--- src/rtl/ps2_key_pkg.sv ---
// Shared scan-code constants, key bit indices and FSM encoding for the PS/2 key tracker.
package ps2_key_pkg;

    localparam int NUM_KEYS = 10;

    localparam logic [7:0] CODE_EXT      = 8'hE0;
    localparam logic [7:0] CODE_BRK      = 8'hF0;
    localparam logic [7:0] CODE_PAUSE    = 8'hE1;
    localparam logic [7:0] CODE_ERR_00   = 8'h00;
    localparam logic [7:0] CODE_BAT_OK   = 8'hAA;
    localparam logic [7:0] CODE_BAT_FAIL = 8'hFC;
    localparam logic [7:0] CODE_ERR_FF   = 8'hFF;

    localparam logic [3:0] KEY_W     = 4'd0;
    localparam logic [3:0] KEY_A     = 4'd1;
    localparam logic [3:0] KEY_S     = 4'd2;
    localparam logic [3:0] KEY_D     = 4'd3;
    localparam logic [3:0] KEY_UP    = 4'd4;
    localparam logic [3:0] KEY_LEFT  = 4'd5;
    localparam logic [3:0] KEY_DOWN  = 4'd6;
    localparam logic [3:0] KEY_RIGHT = 4'd7;
    localparam logic [3:0] KEY_ENTER = 4'd8;
    localparam logic [3:0] KEY_ESC   = 4'd9;

    typedef enum logic [2:0] {
        ST_IDLE    = 3'd0,
        ST_EXT     = 3'd1,
        ST_BRK     = 3'd2,
        ST_EXT_BRK = 3'd3,
        ST_SKIP    = 3'd4
    } state_t;

    // Keyboard self-test / overrun codes: any of these invalidates the held-key picture.
    function automatic logic is_error_code(input logic [7:0] code);
        return (code == CODE_ERR_00) || (code == CODE_BAT_OK) ||
               (code == CODE_BAT_FAIL) || (code == CODE_ERR_FF);
    endfunction

endpackage

--- src/rtl/ps2_code_lookup.sv ---
// Combinational map from {extended flag, scan code} to a key_down bit index.
module ps2_code_lookup
    import ps2_key_pkg::*;
(
    input  logic       ext,
    input  logic [7:0] code,
    output logic       hit,
    output logic [3:0] index
);

    always_comb begin
        hit   = 1'b1;
        index = 4'd0;
        case ({ext, code})
            9'h01D:  index = KEY_W;
            9'h01C:  index = KEY_A;
            9'h01B:  index = KEY_S;
            9'h023:  index = KEY_D;
            9'h175:  index = KEY_UP;
            9'h16B:  index = KEY_LEFT;
            9'h172:  index = KEY_DOWN;
            9'h174:  index = KEY_RIGHT;
            9'h05A:  index = KEY_ENTER;
            9'h076:  index = KEY_ESC;
            default: hit   = 1'b0;
        endcase
    end

endmodule

--- src/rtl/ps2_key_tracker.sv ---
// Parses E0/F0/E1 prefixed PS/2 scan-code sequences into a held-key level vector
// plus a one-cycle change event carrying the changed bit and its direction.
module ps2_key_tracker
    import ps2_key_pkg::*;
#(
    parameter int TIMEOUT_CYCLES = 100_000,
    parameter int E1_SKIP        = 7
)(
    input  logic                clk,
    input  logic                rst_n,
    input  logic [7:0]          rx_data,
    input  logic                rx_valid,
    output logic [NUM_KEYS-1:0] key_down,
    output logic                key_event,
    output logic [3:0]          key_index,
    output logic                key_make
);

    localparam int PCW = (TIMEOUT_CYCLES > 2) ? $clog2(TIMEOUT_CYCLES) : 1;
    localparam int SCW = (E1_SKIP > 1) ? $clog2(E1_SKIP + 1) : 1;
    localparam logic [PCW-1:0] PREFIX_LAST = PCW'(TIMEOUT_CYCLES - 1);
    localparam logic [SCW-1:0] SKIP_LOAD   = SCW'(E1_SKIP);

    state_t                state_reg, state_next;
    logic [PCW-1:0]        prefix_cnt_reg, prefix_cnt_next;
    logic [SCW-1:0]        skip_cnt_reg, skip_cnt_next;
    logic [NUM_KEYS-1:0]   key_down_reg, key_down_next;
    logic                  key_event_reg, key_event_next;
    logic [3:0]            key_index_reg, key_index_next;
    logic                  key_make_reg, key_make_next;

    logic                  lookup_ext;
    logic                  lookup_hit;
    logic [3:0]            lookup_index;
    logic                  apply_key;
    logic                  apply_make;

    assign lookup_ext = (state_reg == ST_EXT) || (state_reg == ST_EXT_BRK);

    ps2_code_lookup u_lookup (
        .ext   (lookup_ext),
        .code  (rx_data),
        .hit   (lookup_hit),
        .index (lookup_index)
    );

    // Sequence parsing: decides the next state and whether this byte completes a make/break.
    always_comb begin
        state_next      = state_reg;
        prefix_cnt_next = prefix_cnt_reg;
        skip_cnt_next   = skip_cnt_reg;
        apply_key       = 1'b0;
        apply_make      = 1'b0;

        if (rx_valid) begin
            prefix_cnt_next = '0;
            if (is_error_code(rx_data)) begin
                state_next    = ST_IDLE;
                skip_cnt_next = '0;
            end else begin
                case (state_reg)
                    ST_IDLE: begin
                        if (rx_data == CODE_EXT) begin
                            state_next = ST_EXT;
                        end else if (rx_data == CODE_BRK) begin
                            state_next = ST_BRK;
                        end else if (rx_data == CODE_PAUSE) begin
                            state_next    = ST_SKIP;
                            skip_cnt_next = SKIP_LOAD;
                        end else begin
                            apply_key  = 1'b1;
                            apply_make = 1'b1;
                        end
                    end
                    ST_EXT: begin
                        if (rx_data == CODE_BRK) begin
                            state_next = ST_EXT_BRK;
                        end else begin
                            apply_key  = 1'b1;
                            apply_make = 1'b1;
                            state_next = ST_IDLE;
                        end
                    end
                    ST_BRK, ST_EXT_BRK: begin
                        apply_key  = 1'b1;
                        state_next = ST_IDLE;
                    end
                    ST_SKIP: begin
                        if (skip_cnt_reg <= SCW'(1)) begin
                            skip_cnt_next = '0;
                            state_next    = ST_IDLE;
                        end else begin
                            skip_cnt_next = skip_cnt_reg - SCW'(1);
                        end
                    end
                    default: state_next = ST_IDLE;
                endcase
            end
        end else if (state_reg != ST_IDLE) begin
            // A byte arriving on the expiry cycle takes the branch above, so it wins.
            if (prefix_cnt_reg == PREFIX_LAST) begin
                state_next      = ST_IDLE;
                prefix_cnt_next = '0;
                skip_cnt_next   = '0;
            end else begin
                prefix_cnt_next = prefix_cnt_reg + PCW'(1);
            end
        end
    end

    // Key vector and event: only a real bit change produces an event.
    always_comb begin
        key_down_next  = key_down_reg;
        key_event_next = 1'b0;
        key_index_next = key_index_reg;
        key_make_next  = key_make_reg;

        if (rx_valid && is_error_code(rx_data)) begin
            key_down_next = '0;
        end else if (apply_key && lookup_hit &&
                     (key_down_reg[lookup_index] != apply_make)) begin
            key_down_next[lookup_index] = apply_make;
            key_event_next              = 1'b1;
            key_index_next              = lookup_index;
            key_make_next               = apply_make;
        end
    end

    always_ff @(posedge clk or negedge rst_n) begin
        if (!rst_n) begin
            state_reg      <= ST_IDLE;
            prefix_cnt_reg <= '0;
            skip_cnt_reg   <= '0;
            key_down_reg   <= '0;
            key_event_reg  <= 1'b0;
            key_index_reg  <= 4'd0;
            key_make_reg   <= 1'b0;
        end else begin
            state_reg      <= state_next;
            prefix_cnt_reg <= prefix_cnt_next;
            skip_cnt_reg   <= skip_cnt_next;
            key_down_reg   <= key_down_next;
            key_event_reg  <= key_event_next;
            key_index_reg  <= key_index_next;
            key_make_reg   <= key_make_next;
        end
    end

    assign key_down  = key_down_reg;
    assign key_event = key_event_reg;
    assign key_index = key_index_reg;
    assign key_make  = key_make_reg;

endmodule

--- config.mk ---
export PLATFORM = sky130hd
export DESIGN_NAME = ps2_key_tracker
export DESIGN_NICKNAME = d
export VERILOG_FILES = /design/src/rtl/ps2_key_pkg.sv /design/src/rtl/ps2_code_lookup.sv /design/src/rtl/ps2_key_tracker.sv
export SDC_FILE = /design/constraint.sdc
export NUM_CORES = 1
export LEC_CHECK = 0
export CORE_MARGIN = 4
export CORE_UTILIZATION = 51
export DETAILED_ROUTE_END_ITERATION = 8
export MAX_ROUTING_LAYER = met4
export PLACE_DENSITY = 0.87
export SYNTH_ARGS = -nofsm -noshare
export SYNTH_HDL_FRONTEND = slang
export SYNTH_SLANG_ARGS = --single-unit
--- constraint.sdc ---
create_clock -name clk -period 2.3 [get_ports clk]
set_input_delay 0.46 -clock clk [delete_from_list [all_inputs] [get_ports clk]]
set_output_delay 0.46 -clock clk [all_outputs]
set_load 0.01 [all_outputs]
==> summary.txt, run 1 <==
Route
  • Routed WL per cell: 18.4 um
  • Detail Route Antenna Nets: 0
  • Detailed Route WL: 8710 um
  • Routed vias/inst: 6.33
  • DRT iter0 DRCs: 292
  • DRT Pass-1 Iters: 5
  • Via count: 3002
  • Residual DRC count: 0

Setup path
  • WS Path Type: in2reg
  • Crit path launch: rx_data[3]
  • Required @ worst endpoint: 2.50 ns
  • Worst r2r src: state_reg[2]
  • Maximum fanout along the worst path: 7
  • Setup crit end kind: flop
  • Startpoint types: input port
  • WP data arrival: 2.82 ns

Clock tree
  • CTS Sinks: 39
  • CTS root buffer: clkbuf_8
  • TritonCTS clock tree: done
  • Reg clk slew, reported paths: 0.08 ns
  • CTS H-tree lvls: 2
  • Worst skew pair latency: 0.30 ns
  • CTS Buf Count: 5
  • CTS Buffer Depth: 2

Timing
  • Worst Max-Slew Pin Slew: 0.609 ns
  • Max frequency: 381 MHz
  • Final setup viols: 16
  • Pins Over Slew Limit: 0
  • Post-layout min period: 2.62 ns
  • Fin Hold WS: 0.160 ns
  • Final WS setup: -0.323 ns
  • RSZ-0062 raised after global routing: true
  • Clk_skew: 0.00851 ns
  • Final hold vios: 0
  • Final period util: 1.14
  • Slew HR: 0.594

Synth
  • Post-Syn Instances: 308
  • Synth warnings: 0
  • Mapped Nets: 322
  • Share of the synthesized area in the top cell type: 0.373
  • Mapped cell area: 2620 um2
  • Count of cell types in the netlist: 56
  • Post-synth EDFFs: 0
  • Post-synth ARST share: 1.00
  • Mean Syn Cell Area: 8.49 um2
  • Commonest cells post-synth: 39 x dfrtp_1, 39 x nor2_1, 27 x nand2_1, 16 x a21oi_1, 16 x o21ai_0
  • Seq cells post-synth: 39
  • Yosys top cell by area: dfrtp_1
  • Most used flip-flop cell after synthesis: dfrtp_1
  • Area contributors post-synth: dfrtp_1 37%, nor2_1 5.6%, nand2_1 3.9%, o211ai_1 3.7%, xor2_1 3.3%
  • Sequential fraction of the synthesis area: 0.373

Floorplan
  • Core box area: 4850 um2
  • Die area: 6340 um2
  • I/O pin count: 27
  • Initial Util: 0.539
  • Vert. Die Dim: 79.6 um
  • Overall die width: 79.6 um
  • Row cnt: 25

Finish
  • Max reg flops: 17
  • Area growth, synth to finish: 44.4%
  • Layout Cells excl Fill: 474
  • Fraction of layout cells with a size suffix above 1: 0.324
  • Number of diodes: 0
  • Fin nets: 420
  • Final core utilization: 0.779

Placement
  • Final GP Congestion: 0.938
  • Placed Cells: 456
  • Port Buffer Count: 26
  • Hpwl dp: 5590 um

Global route
  • Gr ovfl total: 0
  • Global-route wire length before repair: 13500 um
  • Vias in the first global route: 2899
  • Initial antenna violation count: 0
  • Largest net degree at the start of global routing: 26
  • GRT Overall Usage: 0.279

Power
  • Pwr Density: 528 nW/um2
  • Static Leak: 1.62 nW
  • Max VDD drop: 556 uV

Min path
  • Worst min-delay path class: in2async

Job
  • Max Cap Viol: 0

Run status
  • Outcome: finished with violations
  • Failing checks: negative setup slack
==> report_power, final <==
| group | total (mW) | switching [mW] | internal, mW |
|---|---|---|---|
| sequential | 0.832 | 0.0838 | 0.749 |
| combinational | 0.623 | 0.299 | 0.324 |
| clock | 0.537 | 0.264 | 0.273 |
| total | 1.99 | 0.648 | 1.35 |
==> repair_timing <==
item                       in CTS  in global routing
hold endpoints to repair        0                  0
gates resized for setup        42                 37
setup endpoints to repair      21                 22
buffers inserted                5                  6
cloned                          1                  0
pin swaps                      18                 13
hold buffers                    0                  0
==> placed cells by master, fill, tap and decap left out, drive strengths merged, types with 2 or more instances in the layout <==
cell type      instances
mux2i                  3
or3b                   4
xnor2                  3
a22oi                  3
a21oi                 16
o21ai                 30
clkdlybuf4s50         17
dfrtp                 39
nand3b                 6
o211ai                13
a211o                  4
clkbuf                 9
xor2                  10
mux2                   2
o311a                  2
nor3                   5
nor4                   4
nand2                 27
nor2                  40
or4                    2
nand3                  9
and2                   6
buf                   86
nor2b                  4
o31ai                  6
nand4                  4
o311ai                 4
ha                     3
inv                    7
and4                   3
and3                   3
nand2b                 6
or3                    9
==> critical path: stages <==
cell and delay [ns]:
buf_6 0.10, buf_4 0.12, buf_4 0.14, nand3b_1 0.22, nor4_2 0.50, nor2_2 0.09
o311a_1 0.16, a2111o_1 0.44, buf_4 0.16, buf_6 0.12, nand3b_1 0.19, o2bb2ai_2 0.14
==> kinds of logic after synthesis <==
logic type,count (synthesis),synth area share
adder cells (fa/ha/maj),3,0.0144
XOR/XNOR,13,0.0435
multiplexers,5,0.0201
AND/OR/NAND/NOR,139,0.287
AO/OA/AOI/OAI,88,0.226
flip-flops,39,0.373
buffers and inverters,21,0.0364
==> through the flow <==
stage | setup WS [ns] | power (mW) | instance area [um2] | TNS, ns
floorplan | -0.450 | 1.07 | 2650 | -5.59
global placement | -0.789 | 1.33 | 3420 | -13.83
detailed placement | -0.899 | 1.36 | 3420 | -15.63
CTS | -0.204 | 1.91 | 3600 | -2.49
global route | -0.359 | 2.07 | 3780 | -5.00
finish | -0.323 | 1.99 | 3780 | -4.53
==> path summary, 6_finish.rpt <==
kind | depth (start not counted) | slack, ns | to
setup / recovery | 12 | -0.32 | key_make
hold / removal | 1 | 0.16 | key_down[7]
setup reg to reg | 9 | -0.30 | key_make
hold reg to reg | 1 | 0.50 | prefix_cnt_reg[16]
max in group asynchronous | 2 | 1.59 | key_down[5]
min in group clk | 1 | 0.50 | prefix_cnt_reg[16]
==> metal layers <==
metal | share of wire | GRT usage | vias to the layer above
met5 | 0 | - | -
met1 | 0.38 | 0.322 | 1434
met2 | 0.50 | 0.466 | 191
li1 | - | - | 1331
met3 | 0.078 | 0.0587 | 46
met4 | 0.048 | 0.131 | 0
==> final cells by class <==
class | instances | area, um2
Clock buffer | 7 | 96.3
Multi-Input combinational cell | 248 | 1710
Tap cell | 67 | 83.8
Clock inverter | 1 | 7.51
Timing Repair Buffer | 105 | 875
Fill cell | 283 | 1070
Sequential cell | 39 | 976
Inverter | 7 | 26.3
Power figures use the tool's default switching activity.
==> run 2, diff against run 1 <==
--- a/config.mk
+++ b/config.mk
@@ -6,10 +6,11 @@
 export NUM_CORES = 1
 export LEC_CHECK = 0
 export CORE_MARGIN = 4
-export CORE_UTILIZATION = 51
+export CORE_UTILIZATION = 57
 export DETAILED_ROUTE_END_ITERATION = 8
+export GPL_ROUTABILITY_DRIVEN = 0
 export MAX_ROUTING_LAYER = met4
-export PLACE_DENSITY = 0.87
+export PLACE_DENSITY = 0.91
 export SYNTH_ARGS = -nofsm -noshare
 export SYNTH_HDL_FRONTEND = slang
 export SYNTH_SLANG_ARGS = --single-unit
==> constraint.sdc (replaced) <==
create_clock -name clk -period 2.88 [get_ports clk]
set_input_delay 0.576 -clock clk [delete_from_list [all_inputs] [get_ports clk]]
set_output_delay 0.576 -clock clk [all_outputs]
set_load 0.01 [all_outputs]
==> run 2 against run 1 <==
- the run now ends clean
- cell count shrank 6.8%
- combinational power shrank 32%
- largest power group unchanged
- setup slack gained 0.39 ns
- count of clock-buffer cells in the layout shrank 2
- utilization grew 2.1 points
==> summary.txt, run 2 (synthesized netlist as in run 1, its figures left out) <==
Run status
  • Outcome: completed

Global route
  • Largest net degree at the start of global routing: 40
  • Initial antenna violation count: 0
  • Gr ovfl total: 0
  • Vias in the first global route: 2667
  • Global-route wire length before repair: 13200 um
  • GRT Overall Usage: 0.315

Floorplan
  • Initial Util: 0.596
  • Row cnt: 24
  • Overall die width: 75.7 um
  • I/O pin count: 27
  • Vert. Die Dim: 75.7 um
  • Core box area: 4380 um2
  • Die area: 5740 um2

Clock tree
  • CTS Buf Count: 5
  • CTS root buffer: clkbuf_8
  • CTS H-tree lvls: 2
  • Cts hold-fix bufs: 0
  • Reg clk slew, reported paths: 0.09 ns
  • CTS Buffer Depth: 2
  • Worst skew pair latency: 0.31 ns
  • TritonCTS clock tree: done
  • CTS Sinks: 39

Power
  • Static Leak: 1.48 nW
  • Pwr Density: 441 nW/um2
  • Design Power: 1.55 mW
  • Max VDD drop: 536 uV

Finish
  • Max reg flops: 17
  • Fraction of layout cells with a size suffix above 1: 0.244
  • Number of diodes: 0
  • Commonest non-fill, non-tap cell in the layout: buf_4
  • Filler Cell Count: 263
  • Area growth, synth to finish: 34.2%
  • Fin nets: 403
  • Commonest non-fill, non-tap cells in the layout: 59 x buf_4, 39 x nor2_1, 39 x dfrtp_1

Route
  • DRT Pass-1 Iters: 5
  • Routed vias/inst: 6.67
  • Residual DRC count: 0
  • Routed WL per cell: 19.1 um
  • Detailed Route WL: 8460 um
  • DRT iter0 DRCs: 397
  • Detail Route Antenna Nets: 0
  • Via count: 2948

Setup path
  • WP data arrival: 3.04 ns
  • Largest delay contributor family on the critical path: simple AND/OR/NAND/NOR gates
  • Crit-path slowest cell: or4b_2
  • Required @ worst endpoint: 3.10 ns
  • Setup crit end kind: flop
  • CP cell instances: or4b_2 > o41ai_1 > nor2b_1 > a21boi_1 > inv_1 > a22oi_1
  • Critical Path Max Stage Delay: 0.64 ns
  • Maximum fanout along the worst path: 7
  • WS Path Type: reg2reg
  • CP bufs+invs: 1
  • Startpoint types: flop

Placement
  • Pre-CTS WS: -0.444 ns
  • Port Buffer Count: 26
  • Hpwl dp: 5070 um

Timing
  • Final hold vios: 0
  • Clk_skew: 0.0129 ns
  • Final WS setup: 0.0645 ns
  • Slew HR: 0.405
  • Final period util: 0.978
  • Max frequency: 355 MHz
  • Final setup viols: 0
  • Post-layout min period: 2.82 ns
  • Worst Max-Slew Pin Slew: 0.893 ns
  • Fin Hold WS: 0.378 ns
  • Pins Over Slew Limit: 0

Job
  • Max Cap Viol: 0

Min path
  • Worst min-delay path class: in2async
==> run 2: cell count changes in the layout (fill, tap and decap cells not counted), sizes merged, moves of 2 or more <==
cell / delta
buf: -23
dlygate4sd2: +5
clkbuf: -3
clkinv: +2
dlymetal6s2s: +2
==> run 2: area by class of cell <==
cell class / instances / area, um2 / area share
flip-flops and latches: 39 / 976 / 0.278
clock buffers: 5 / 68.8 / 0.0196
repair buffers: 88 / 719 / 0.205
well taps: 52 / 65.1 / 0.0185
clock inverters: 3 / 43.8 / 0.0125
multi-input cells: 248 / 1610 / 0.459
inverters: 7 / 26.3 / 0.00749
==> run 2: what timing repair did <==
item	4_1_cts	5_1_grt
endpoints found under the setup margin	14	16
resized for setup	15	12
buffers inserted	2	1
cloned	1	0
pin swaps	11	8
==> run 2: path summary, 6_finish.rpt <==
check                                         from                  to  slack [ns]  cells past startpoint
worst max-delay path             prefix_cnt_reg[5]     skip_cnt_reg[1]        0.06                      6
max in group asynchronous                    rst_n        state_reg[0]        1.93                      1
worst min-delay path                         rst_n         key_down[3]        0.38                      1
worst min register to register  prefix_cnt_reg[16]  prefix_cnt_reg[16]        0.50                      1
min in group clk                prefix_cnt_reg[16]  prefix_cnt_reg[16]        0.50                      1
worst max register to register   prefix_cnt_reg[5]     skip_cnt_reg[1]        0.06                      6
==> run 2: where the power goes <==
part,total [mW],internal [mW],switching [mW]
Combinational,0.423,0.206,0.217
Clock,0.475,0.258,0.217
Sequential,0.650,0.598,0.0520
Total,1.55,1.06,0.486
==> run 2: per-stage QoR <==
stage          cell area, um2  TNS [ns]  std cells   util
6_report                 3510         0        442  0.800
5_1_grt                  3510   -0.0188        442  0.800
4_1_cts                  3470         0        441  0.791
3_5_place_dp             3310     -6.14        430  0.754
3_3_place_gp             3310     -4.90        430  0.754
2_1_floorplan            2620         0        308      -
==> run 2: worst register-to-register path: cells and delay by family (launching register included) <==
kind | cells | cell delay [ns]
compound gates | 3 | 0.98
buf+inv | 1 | 0.13
flops | 1 | 0.47
simple gates | 2 | 1.16
==> run 2: per-layer routing <==
metal | global-route usage | share of wire | wire length, um | vias to the layer above
met1 | 0.401 | 0.39 | 3300 | 1376
met4 | 0.150 | 0.059 | 502 | 0
li1 | - | - | - | 1298
met2 | 0.483 | 0.46 | 3880 | 217
met3 | 0.0567 | 0.091 | 767 | 57
met5 | - | 0 | 0 | -
